## config.mk

```make
export PLATFORM = sky130hd
export DESIGN_NAME = debounce_edge_flat
export DESIGN_NICKNAME = d
export VERILOG_FILES = /design/src/rtl/debounce_edge_if.sv /design/src/rtl/debounce_edge.sv /design/src/flat_wrapper.sv
export SDC_FILE = /design/constraint.sdc
export NUM_CORES = 1
export LEC_CHECK = 0
export BUFFER_PORTS_ARGS = -buffer_cell sky130_fd_sc_hd__buf_2
export CAP_MARGIN = 5
export CELL_PAD_IN_SITES_DETAIL_PLACEMENT = 1
export CELL_PAD_IN_SITES_GLOBAL_PLACEMENT = 1
export CORE_MARGIN = 8
export CORE_UTILIZATION = 47
export DETAILED_ROUTE_END_ITERATION = 10
export PLACE_DENSITY = 0.88
export SYNTH_ARGS = -nofsm -noshare
export SYNTH_HDL_FRONTEND = slang
export SYNTH_SLANG_ARGS = --single-unit
```

## constraint.sdc

```tcl
create_clock -name clk -period 3.31 [get_ports clk]
set_input_delay 0.662 -clock clk [delete_from_list [all_inputs] [get_ports clk]]
set_output_delay 0.662 -clock clk [all_outputs]
set_load 0.005 [all_outputs]
```

## src/rtl/debounce_edge_if.sv

```systemverilog
// Signal bundle between the synchronizer-side producer and the debouncer.
// The master drives the synchronized input and the slave returns the cleaned level and strobes.
interface debounce_edge_if;
  logic D;
  logic level;
  logic rise;
  logic fall;
  logic busy;

  modport master (
    output D,
    input  level,
    input  rise,
    input  fall,
    input  busy
  );

  modport slave (
    input  D,
    output level,
    output rise,
    output fall,
    output busy
  );
endinterface

```

## src/rtl/debounce_edge.sv

```systemverilog
// Debounces an already-synchronized input into a clean level with one-cycle rise/fall strobes.
// A change is accepted only after STABLE_CYCLES consecutive samples that differ from the level.
module debounce_edge #(
  parameter int unsigned STABLE_CYCLES = 1000,
  parameter int unsigned CNT_W         = $clog2(STABLE_CYCLES + 1)
) (
  input  logic            clk,
  input  logic            reset,
  debounce_edge_if.slave  bus
);

  typedef enum logic [1:0] {StIdleLow, StWaitHigh, StIdleHigh, StWaitLow} state_t;

  localparam logic [CNT_W-1:0] CntLast = CNT_W'(STABLE_CYCLES - 1);
  localparam logic             Single  = (STABLE_CYCLES == 1);

  state_t           state_q;
  logic [CNT_W-1:0] cnt_q;
  logic             level_q;
  logic             rise_q;
  logic             fall_q;
  logic             busy_q;

  always_ff @(posedge clk or posedge reset) begin
    if (reset) begin
      state_q <= StIdleLow;
      cnt_q   <= '0;
      level_q <= 1'b0;
      rise_q  <= 1'b0;
      fall_q  <= 1'b0;
      busy_q  <= 1'b0;
    end else begin
      // Strobes last exactly one cycle; only an accepting branch re-raises them.
      rise_q <= 1'b0;
      fall_q <= 1'b0;
      unique case (state_q)
        StIdleLow: begin
          if (bus.D) begin
            if (Single) begin
              state_q <= StIdleHigh;
              cnt_q   <= '0;
              level_q <= 1'b1;
              rise_q  <= 1'b1;
              busy_q  <= 1'b0;
            end else begin
              state_q <= StWaitHigh;
              cnt_q   <= CNT_W'(1);
              busy_q  <= 1'b1;
            end
          end
        end
        StWaitHigh: begin
          if (!bus.D) begin
            state_q <= StIdleLow;
            cnt_q   <= '0;
            busy_q  <= 1'b0;
          end else if (cnt_q == CntLast) begin
            state_q <= StIdleHigh;
            cnt_q   <= '0;
            level_q <= 1'b1;
            rise_q  <= 1'b1;
            busy_q  <= 1'b0;
          end else begin
            cnt_q <= cnt_q + CNT_W'(1);
          end
        end
        StIdleHigh: begin
          if (!bus.D) begin
            if (Single) begin
              state_q <= StIdleLow;
              cnt_q   <= '0;
              level_q <= 1'b0;
              fall_q  <= 1'b1;
              busy_q  <= 1'b0;
            end else begin
              state_q <= StWaitLow;
              cnt_q   <= CNT_W'(1);
              busy_q  <= 1'b1;
            end
          end
        end
        StWaitLow: begin
          if (bus.D) begin
            state_q <= StIdleHigh;
            cnt_q   <= '0;
            busy_q  <= 1'b0;
          end else if (cnt_q == CntLast) begin
            state_q <= StIdleLow;
            cnt_q   <= '0;
            level_q <= 1'b0;
            fall_q  <= 1'b1;
            busy_q  <= 1'b0;
          end else begin
            cnt_q <= cnt_q + CNT_W'(1);
          end
        end
        default: begin
          state_q <= StIdleLow;
          cnt_q   <= '0;
          level_q <= 1'b0;
          busy_q  <= 1'b0;
        end
      endcase
    end
  end

  assign bus.level = level_q;
  assign bus.rise  = rise_q;
  assign bus.fall  = fall_q;
  assign bus.busy  = busy_q;

endmodule

```

## src/flat_wrapper.sv

```systemverilog
// flat-port wrapper written by rule: the top's interface ports become plain ports
module debounce_edge_flat 
#(
  parameter int unsigned STABLE_CYCLES = 1000,
  parameter int unsigned CNT_W         = $clog2(STABLE_CYCLES + 1)
)
  (clk, reset, bus_D, bus_level, bus_rise, bus_fall, bus_busy);
  debounce_edge_if bus_i ();
  input  logic clk;
  input  logic reset;
  input wire logic [$bits(bus_i.D)-1:0] bus_D;
  output wire logic [$bits(bus_i.level)-1:0] bus_level;
  output wire logic [$bits(bus_i.rise)-1:0] bus_rise;
  output wire logic [$bits(bus_i.fall)-1:0] bus_fall;
  output wire logic [$bits(bus_i.busy)-1:0] bus_busy;
  assign bus_i.D = bus_D;
  assign bus_level = bus_i.level;
  assign bus_rise = bus_i.rise;
  assign bus_fall = bus_i.fall;
  assign bus_busy = bus_i.busy;
  debounce_edge #(.STABLE_CYCLES(STABLE_CYCLES), .CNT_W(CNT_W)) u_core (.clk(clk), .reset(reset), .bus(bus_i));
endmodule
```

==> run metrics <==
Non-Filler Instances=106; Post-Synthesis Cells=80; Clk pwr share=0.259; die outline area=3300 um2; layout net count=94; flops & latches, synth=16; Die Height=57.4 um; Final setup viols=0; Final Slew Violations=0; most common cell in the netlist=dfrtp_1; M3 GR Usage=0.0247; drt first pass iters=4; status=finished, final reports clean; final period utilization=0.569; sw frac=0.329; critical-path maximum fanout=4; cts repair resizes=0; final WL=1790 um; Sequential Power Share=0.516; internal power=339 uW; total power=505 uW; fraction of layout cells with a size suffix above 1=0.146; mapped cell area=806 um2; total track usage=0.116; Post-route DRC=0; crit path kind=flip-flop to flip-flop; TritonCTS Sinks=16; vias in the first global route=645; CP max-delay cell=or4_1; clock-pin slew on the worst setup and hold paths=0.10 ns; Post-CTS Setup Repair Bufs=0; startpoint type of the worst setup path=flip-flop; clock insertion delay at the later pin of the skew report=0.29 ns; Die X=57.4 um; Final Cell Area=890 um2; htree depth=1; Site Rows=15; cell leakage power=0.000392 uW; Routed Antenna Nets=0; # diodes=0; busiest grt layer=met2; Layout Area Growth over Synthesis=10.4%; syn_nets=84; Post-Place Cells=102; Area after DPL=853 um2; Mean Syn Cell Area=10.1 um2; DR iter-0 viols=8; Worst Setup SP=u_core.cnt_q[0]; P_sw=166 uW; average wire per standard cell=16.9 um; Post-synth top cells=16 x dfrtp_1, 9 x nand2_1, 7 x o21ai_0; first-pass GRT wire length=2990 um; Largest delay share family, worst path=simple AND/OR/NAND/NOR gates; TritonCTS clock tree=yes; hpwl dp=1280 um; cell depth of the worst flop-to-flop path=4; RSZ-0062 raised after global routing=false; share of the synthesized area in the top cell type=0.497; via count=639; fmax=531 MHz; distinct cell type count after synthesis=28; CP Depth=4; largest net degree at the start of global routing=17; warnings from Yosys=0; met2 Use GR=0.185; initial antenna violation count=0; Ports=7; Comb pwr share=0.224; sequential area share after synthesis=0.497; area leader, netlist=dfrtp_1; Initial Util=0.482; Crit path largest cell delay=0.61 ns; RR Startpoint=u_core.cnt_q[0]; post-synthesis async set-or-reset flop share=1.00; sum of negative setup slack=0 ns; CTS root buf=clkbuf_4; Area contributors post-synth=dfrtp_1 50%, o21ai_0 4.3%, nand2_1 4.2%, o311ai_4 3.3%, a21oi_1 3.1%; Buf/Inv on CP=0; Inserted Clock Buffers=3; Final Hold Violating Endpoints=0; relative slew slack=0.579; Tmin final=1.88 ns; Remaining Overflow, GRT=0; actual slew at the worst max-slew pin=0.630 ns; routed vias/inst=6.03; met1 Resource Use GR=0.142; Required @ worst endpoint=3.49 ns; Crit. End Element=flip-flop; clock skew=0.00756 ns; Pwr Density=568 nW/um2; Core Area=1670 um2; max-cap viol count=0; predominant post-synthesis flop cell=dfrtp_1; Post-synth EDFFs=0; CTS Hold Bufs=0; gpl congestion=0.747; Hold WC Path Type=primary input to asynchronous set/reset pin; cells along the critical path=ha_1, nand4_1, or4_1, mux2_2; peak supply drop=0.444 mV; Bufs on Longest Clock Path=2; Port-buffer cells=6; crit path DAT=2.06 ns
[per-stage QoR]
step / hold WS (ns) / utilization / setup slack (ns)
2_1_floorplan: 0.485 / - / 1.54
3_3_place_gp: 0.512 / 0.511 / 1.29
3_5_place_dp: 0.533 / 0.511 / 1.24
4_1_cts: 0.435 / 0.533 / 1.42
5_1_grt: 0.499 / 0.533 / 1.30
6_report: 0.421 / 0.533 / 1.43
[flip-flops by register name, indices dropped and copies added, names as in the netlist, named ones only]
signal,flops
u_core.bus.busy,1
u_core.bus.fall,1
u_core.bus.rise,1
u_core.state_q,1
u_core.bus.level,1
u_core.cnt_q,10
[layout by cell type, fill, tap and decap left out, types with 2 or more instances in the layout]
| master | instances |
|---|---|
| dfrtp_1 | 16 |
| nand2_1 | 9 |
| o21ai_0 | 7 |
| buf_2 | 6 |
| inv_1 | 5 |
| nand3_1 | 5 |
| a21oi_1 | 5 |
| or3_1 | 4 |
| nor3b_1 | 3 |
| clkbuf_4 | 3 |
| nor2_1 | 2 |
| a21o_1 | 2 |
| nor3_1 | 2 |
| xnor2_1 | 2 |
| or4_1 | 2 |
| o22ai_1 | 2 |
[cell families (layout without fill, tap and decap cells)]
group,Yosys count,count (layout),share of synthesized area
AOI/OAI and AO/OA,22,22,0.191
xor gates and xnor gates,3,3,0.0419
adders and majority gates,1,1,0.0155
buffers and inverters,6,15,0.0279
DFF,16,16,0.497
muxes,1,1,0.0140
and+or+nand+nor,31,31,0.213
[metal layers]
layer	share of wire	wire, um
met2	0.48	852
met5	0	0
met3	0.028	50
met4	0.0084	15
met1	0.49	874
[power groups by stage]
stage / logic, uW / registers, uW / clock network, uW
6_report: 113 / 261 / 131
5_1_grt: 127 / 266 / 138
4_1_cts: 115 / 260 / 133
3_5_place_dp: 115 / 264 / 0
3_3_place_gp: 109 / 260 / 0
2_1_floorplan: 97.4 / 243 / 0
[area by class of cell]
type,instances,area [um2]
timing repair buffer,6,30.0
sequential,16,400
multi-input combinational,58,383
inverter,5,18.8
tap,17,21.3
clock buffer,4,36.3
fill,210,781
[path summary, 6_finish.rpt]
kind / endpoint / slack [ns]
max in group asynchronous: u_core.bus.level / 2.49
worst min-delay path: u_core.cnt_q[3] / 0.42
min in group clk: u_core.cnt_q[1] / 0.56
worst max-delay path: flip-flop / 1.43
worst min register to register: u_core.cnt_q[1] / 0.56
worst max register to register: flip-flop / 1.43
(Power assumes the default switching activity.)
